[src/rtl/muldiv_unit.sv]
// Iterative RV32M multiply/divide unit for the execute stage.
// Bit-serial shift-add multiply and restoring divide, one op at a time.
module muldiv_unit #(
  parameter int DATA_WIDTH = 32
) (
  input  logic                  clk_i,
  input  logic                  rst_ni,
  input  logic                  valid_i,
  output logic                  ready_o,
  input  logic [2:0]            op_i,
  input  logic [DATA_WIDTH-1:0] a_i,
  input  logic [DATA_WIDTH-1:0] b_i,
  input  logic                  flush_i,
  output logic                  busy_o,
  output logic                  done_o,
  output logic [DATA_WIDTH-1:0] result_o
);

  localparam int W  = DATA_WIDTH;
  localparam int CW = $clog2(W + 1);
  localparam logic [CW-1:0] CNT_INIT = CW'(W);
  localparam logic [CW-1:0] CNT_ONE  = CW'(1);

  typedef enum logic [1:0] {
    IDLE = 2'd0,
    CALC = 2'd1,
    DONE = 2'd2
  } state_t;

  state_t state;
  state_t state_nx;

  logic           accept;
  logic           a_sgn;
  logic           b_sgn;
  logic [W-1:0]   a_mag;
  logic [W-1:0]   b_mag;
  logic           b_zero;
  logic           a_min;
  logic           b_ones;
  logic           ovf;
  logic           special;
  logic [W-1:0]   spec_res;

  logic [2:0]     op_q;
  logic           neg_q;
  logic           negr_q;
  logic [CW-1:0]  cnt;
  logic [2*W-1:0] acc;
  logic [W-1:0]   opnd;
  logic           last;

  logic [W:0]     sum;
  logic [W:0]     sh;
  logic [W:0]     diff;
  logic [2*W-1:0] mul_nx;
  logic [2*W-1:0] div_nx;
  logic [2*W-1:0] acc_nx;
  logic [2*W-1:0] prod_s;
  logic [W-1:0]   quo;
  logic [W-1:0]   rem;
  logic [W-1:0]   fin;

  assign accept = valid_i & ready_o & ~flush_i;
  assign last   = (cnt == CNT_ONE);

  // Operand sign, magnitude and special-case decode at accept.
  always_comb begin
    a_sgn  = a_i[W-1] &
             (op_i inside {3'b000, 3'b001, 3'b010, 3'b100, 3'b110});
    b_sgn  = b_i[W-1] &
             (op_i inside {3'b000, 3'b001, 3'b100, 3'b110});
    a_mag  = a_sgn ? -a_i : a_i;
    b_mag  = b_sgn ? -b_i : b_i;
    b_zero = (b_i == '0);
    a_min  = (a_i == {1'b1, {(W-1){1'b0}}});
    b_ones = &b_i;
    ovf    = ~op_i[0] & a_min & b_ones;
    special = op_i[2] & (b_zero | ovf);
    if (b_zero)
      spec_res = op_i[1] ? a_i : '1;
    else
      spec_res = op_i[1] ? '0 : a_i;
  end

  // One shift-add or restoring-divide step on the shared accumulator.
  always_comb begin
    sum    = {1'b0, acc[2*W-1:W]} + (acc[0] ? {1'b0, opnd} : '0);
    mul_nx = {sum, acc[W-1:1]};
    sh     = acc[2*W-1:W-1];
    diff   = sh - {1'b0, opnd};
    div_nx = diff[W] ? {sh[W-1:0], acc[W-2:0], 1'b0}
                     : {diff[W-1:0], acc[W-2:0], 1'b1};
    acc_nx = op_q[2] ? div_nx : mul_nx;
  end

  // Sign fix-up and result selection after the final step.
  always_comb begin
    prod_s = neg_q ? -acc_nx : acc_nx;
    quo    = neg_q ? -acc_nx[W-1:0] : acc_nx[W-1:0];
    rem    = negr_q ? -acc_nx[2*W-1:W] : acc_nx[2*W-1:W];
    fin    = '0;
    unique case (op_q)
      3'b000:                 fin = prod_s[W-1:0];
      3'b001, 3'b010, 3'b011: fin = prod_s[2*W-1:W];
      3'b100, 3'b101:         fin = quo;
      3'b110, 3'b111:         fin = rem;
      default:                fin = '0;
    endcase
  end

  // State register.
  always_ff @(posedge clk_i) begin
    if (!rst_ni) state <= IDLE;
    else         state <= state_nx;
  end

  // Next-state logic; flush aborts CALC and blocks a new accept.
  always_comb begin
    state_nx = state;
    unique case (state)
      IDLE, DONE: begin
        if (accept) state_nx = special ? DONE : CALC;
        else        state_nx = IDLE;
      end
      CALC: begin
        if (flush_i)   state_nx = IDLE;
        else if (last) state_nx = DONE;
        else           state_nx = CALC;
      end
      default: state_nx = IDLE;
    endcase
  end

  // Handshake outputs decode only from the state register.
  always_comb begin
    ready_o = (state != CALC);
    busy_o  = (state == CALC);
    done_o  = (state == DONE);
  end

  // Datapath: capture at accept, iterate in CALC, write result at the end.
  always_ff @(posedge clk_i) begin
    if (!rst_ni) begin
      op_q     <= '0;
      neg_q    <= 1'b0;
      negr_q   <= 1'b0;
      cnt      <= '0;
      acc      <= '0;
      opnd     <= '0;
      result_o <= '0;
    end else if (accept) begin
      op_q   <= op_i;
      neg_q  <= a_sgn ^ b_sgn;
      negr_q <= a_sgn;
      cnt    <= CNT_INIT;
      acc    <= {{W{1'b0}}, a_mag};
      opnd   <= b_mag;
      if (special) result_o <= spec_res;
    end else if (state == CALC && !flush_i) begin
      acc <= acc_nx;
      cnt <= cnt - CNT_ONE;
      if (last) result_o <= fin;
    end
  end

endmodule

[config.mk]
export PLATFORM = sky130hd
export DESIGN_NAME = muldiv_unit
export DESIGN_NICKNAME = d
export VERILOG_FILES = /design/src/rtl/muldiv_unit.sv
export SDC_FILE = /design/constraint.sdc
export NUM_CORES = 1
export LEC_CHECK = 0
export CAP_MARGIN = 20
export CORE_MARGIN = 5
export CORE_UTILIZATION = 25
export DETAILED_ROUTE_END_ITERATION = 8
export PLACE_DENSITY = 0.52
export SLEW_MARGIN = 20
export SYNTH_ARGS = -nofsm -noshare
export SYNTH_HDL_FRONTEND = slang
export SYNTH_SLANG_ARGS = --single-unit
[constraint.sdc]
create_clock -name clk_i -period 4.61 [get_ports clk_i]
set_input_delay 0.922 -clock clk_i [delete_from_list [all_inputs] [get_ports clk_i]]
set_output_delay 0.922 -clock clk_i [all_outputs]
set_load 0.005 [all_outputs]
# Word-level counts from Yosys, hierarchy flattened
# Index checks and enable logic that the tools add are counted.
# word_totals
ff_bits	141
wordCells	89
# classes
add_sub_neg	8
eq_ne	17
mux	25
n_bitwise	12
n_reduce_logical	17
# ops
op	count
two-way mux 32 bit	14
two-way mux 64 bit	3
negation 32 bit	4
case mux 32 bit (4 select lines)	1
negation 64 bit	1
adder 32 x 32 -> 33 bit	1
subtractor 33 x 32 -> 33 bit	1
equality test 32 bit (second input constant)	1
logical NOT 32 bit	1
AND reduction 32 bit	1
equality test 3 bit (second input constant)	6
two-way mux 6 bit	2
equality test 3 x 2 -> 1 bit (second input constant)	3
two-way mux 2 bit	4
OR reduction 2 bit	4
bitwise AND 1 bit	7
equality test 3 x 1 -> 1 bit (second input constant)	2
equality test 6 x 1 -> 1 bit (second input constant)	1
logical NOT 3 bit	2
subtractor 6 x 1 -> 6 bit (second input constant)	1
nonzero test 5 bit	1
!= test 2 x 1 -> 1 bit (second input constant)	2
case mux 2 bit (2 select lines)	1
nonzero test 2 bit	2
other kinds (11)	13

# Depth between registers and ports, before layout
# logic_depth
word_depth	9
ltp_mapped	23
mapped_depth_nobuf	23

# Least setup slack after synthesis
# No wires, ideal clock.
# synth_path
path_kind	register to register
from	register acc[31]
to	register result_o[24]
t_arrival_ns	4.900
path_slack_ns	-0.347
stages_incl_launch_ff	23
n_path_buf	0
cell_sequence	dfxtp_1 inv_1 ha_1 fa_1 nand2b_1 a21o_1 a31oi_2 o211ai_2 a31oi_4 nor3_1 nor2_1 ha_1 o2111ai_1 nand4b_1 or2_2 nand2b_1 nor2_1 o211ai_1 or2_2 nor4_1 nand3_1 a21oi_1 a21o_1
# synth_between
elab_chain_len	9
elab_cells_between_ends	13
# synth_lines
item	line	source
start, declared	49	logic [2*W-1:0] acc;
start signal, assigned	157	acc <= {{W{1'b0}}, a_mag};
start signal, assigned	161	acc <= acc_nx;
subtractor 33 x 32 -> 33 bit	91	diff = sh - {1'b0, opnd};
two-way mux 64 bit	92	div_nx = diff[W] ? {sh[W-1:0], acc[W-2:0], 1'b0}
two-way mux 64 bit (*)	94	acc_nx = op_q[2] ? div_nx : mul_nx;
negation 64 bit (tied with other cells)	99	prod_s = neg_q ? -acc_nx : acc_nx;
two-way mux 64 bit (tied with other cells)	99	
case mux 32 bit (4 select lines) (*)	103	unique case (op_q)
two-way mux 32 bit (*)	163	if (last) result_o <= fin;
two-way mux 32 bit (*)	160	end else if (state == CALC && !flush_i) begin
two-way mux 32 bit (*)	152	end else if (accept) begin
end signal, assigned	159	if (special) result_o <= spec_res;
end signal, assigned	163	
end, declared	16	output logic [DATA_WIDTH-1:0] result_o
# Every way passes the cells marked *; elsewhere a longest branch is shown, timed or not. The select of a mux whose other input is x is not followed.
# A chain may end at the register's enable or synchronous reset.

# Worst setup path in the final report
# layout_path
from	register acc[31]
to	register result_o[25]
# Same word-level chain as after synthesis.

==> reports/qor.txt <==
Setup_tns - 0 ns
Cell Count Post-Placement - 3471
Synth top area share - 17.7%
PD cells - 219 nW/um2
Top post-synthesis cells by area - dfxtp_1 18%, a21oi_1 6.5%, nand2_1 5.6%
Yosys reg bits - 141
Tcrit/Tclk final - 99.3%
CTS Sinks - 141
Overall power - 4.85 mW
Initial antenna violation count - 1
Average wire per standard cell - 21.8 um
Post-route setup slack - 0.0341 ns
Max-slew violation count - 0
Hold WS - 0.472 ns
Grt total ovfl - 0
Seq/Total Area, Yosys - 17.7%
Final wirelength - 77000 um
H-tree depth - 4
Syn_nets - 2382
Relative slew slack - 38.3%
Number of global-route vias before repair - 18724
Count of non-filler cells in the finished layout - 3534
Synth Area per Inst - 7.12 um2
Final #Nets - 2819
LEAKAGE - 9.05 nW
Drc violations - 0
P&R area growth vs syn - 39.1%
Status - finished clean
Clk slew on worst S/H paths - 0.08 ns
Pin count of the biggest net entering global routing - 99
Minimum clock period - 4.58 ns
Detailed Place HPWL - 61000 um
Post-synthesis cell type count - 105
Layout cells sized above 1 - 24.4%
Number of flops mapped to enable cells by yosys - 0
Initial Utilization - 25.2%
Arrival time at the worst endpoint - 4.99 ns
TritonCTS clock tree - yes
Final hold viol count - 0
Vias per cell - 5.47
Detailed Routing Iterations Pass 1 - 7
Req. time, crit path - 5.02 ns
Iteration-0 DRC count of the detailed router - 1694
Post-Route Utilization - 35.1%
Core area - 63100 um2
Max Buffers Root-to-Sink - 2
Crit path max fanout - 6
Cell Area, Placed - 20800 um2
Die ar. - 68900 um2
CP Launch Type - register
CP max stage delay - 0.59 ns
Vias - 19348
Kind of critical path - reg -> reg
Synth Instances - 2238
Skew-Pair Late Insertion Delay - 0.49 ns
CTS root buf - clkbuf_16
Max-cap violations - 0
Fin area - 22200 um2
Die Height - 262 um
Crit end category - register
Clock skew - 0.0230 ns
IO Count - 106
CTS buffer count - 17
Least-Margin Pin Slew - 0.915 ns
Hold Path Class - reg -> reg
Gpl congestion - 0.950
Dpl ws - -0.813 ns
First-pass GRT wire length - 116000 um
Die W - 262 um
Routed Antenna Nets - 0
Cts hold-fix bufs - 0
Maximum clock rate - 0.219 GHz
Final setup viols - 0
CP max-delay cell - or4b_4
VDD IR max - 0.234 mV
FFs w/ async S/R, synth - 0%
IO buf count - 105
Ys flop type - dfxtp_1
# diodes - 0
Largest area contributor in the netlist - dfxtp_1
GRT Total Usage - 21.3%
Critical-path cell list - inv_2 -> ha_4 -> fa_2 -> nand2b_4 -> a21o_1 -> a31oi_4 -> o211a_4 -> nor4_4 -> buf_4 -> buf_6 -> nor2_4 -> buf_6 -> mux2i_2 -> o211ai_1 -> or4b_4 -> or3_4 -> o2111a_1 -> or3_4 -> a21oi_2
RSZ-0062 raised after global routing - yes
Cell Rows - 92
Post-Syn Area - 15900 um2
Synth Warn # - 0
Filler cells - 6764
## cells in the final DEF, fill, tap and decap left out, types with 11 or more instances in the layout
cell type,instances
and2_1,49
o211a_1,34
a21o_1,32
a211oi_1,49
nand2_1,238
o21a_1,12
maj3_1,17
o21ai_0,113
inv_1,68
nand2b_1,23
a21oi_1,196
dfxtp_1,131
nor3b_1,13
nand3_1,43
xor2_1,83
clkbuf_16,17
o211ai_1,37
or3_1,33
buf_4,442
nor3_1,50
and3_1,14
a21oi_2,12
o22ai_1,11
o31ai_1,26
nand4_1,31
clkdlybuf4s50_1,104
nor2_1,203
a31oi_1,29
mux2_2,17
ha_1,64
nor2b_1,46
a21boi_0,12
a221oi_1,13
xnor2_1,79
mux2i_1,32
nor4_1,15
o21ai_1,16
## final timing paths
check	cells past startpoint	slack, ns	to	from
hold reg to reg	2	0.47	result_o[8]$_SDFFE_PN0P_	result_o[8]$_SDFFE_PN0P_
setup / recovery	19	0.03	result_o[25]$_SDFFE_PN0P_	acc[31]$_SDFFE_PN0P_
hold / removal	2	0.47	result_o[8]$_SDFFE_PN0P_	result_o[8]$_SDFFE_PN0P_
setup reg to reg	19	0.03	result_o[25]$_SDFFE_PN0P_	acc[31]$_SDFFE_PN0P_
## synthesized netlist by cell type (26+ instances only)
cell type  number
a31oi_1        31
and2_1         49
mux2i_1        33
clkbuf_1      100
o211ai_1       37
o211a_1        34
nand2b_1       26
nor2_1        208
a211oi_1       51
nand4_1        31
dfxtp_1       141
a21oi_1       207
nand3_1        44
inv_1          69
xnor2_1        80
nor3_1         54
nand2_1       238
or3_1          35
o31ai_1        29
o21ai_0       127
ha_1           71
xor2_1         87
a21o_1         32
nor2b_1        46
## sequential cells by signal, indices dropped and copies added (netlist names)
name and count:
neg_q 1, acc 64, result_o 32, op_q 3, state 2, opnd 32, cnt 6, negr_q 1
## worst max-delay path, delay by kind of cell, from the launching register on
kind	cells	cell delay, ns
fa+ha+maj	2	0.49
buf+inv	4	0.46
mux	1	0.21
flops	1	0.33
compound gates	6	1.26
simple gates	6	1.74
## layout make-up
cell class	instances	area (um2)	share of cell area (%)
Inverter	70	263	1.19
Clock buffer	17	425	1.92
Tap cell	846	1060	4.78
Clock inverter	15	150	0.678
Multi-Input combinational cell	1888	12900	58.3
Timing Repair Buffer	557	4510	20.4
Sequential cell	141	2840	12.8
## routing by layer
metal  track usage, %  wire [um]  vias up
li1                 -          -     9120
met1             28.6      34200     9392
met2             34.8      35400      707
met3             2.75       4530      129
met4             8.06       2870        0
met5                0          0        -
## cells by family after synthesis
group,after synthesis,share of synthesized area (%)
buf+inv,210,5.18
mux,50,3.28
flops,141,17.7
xor+xnor,167,9.18
compound gates,741,31.7
fa+ha+maj,90,6.90
simple gates,839,26.1
## power breakdown
| group | total, mW | internal, mW | leakage (nW) | switching [mW] |
|---|---|---|---|---|
| clock | 1.46 | 0.759 | 0.269 | 0.698 |
| sequential | 1.31 | 1.26 | 1.15 | 0.0501 |
| combinational | 2.08 | 0.887 | 7.63 | 1.20 |
## timing repair
item                       CTS  global route
cloned                       1             0
setup endpoints to repair   23            26
pin swaps                   27            52
setup buffers               15            15
gates resized for setup     39            89
Note: power is estimated with default switching activity, not from simulation.
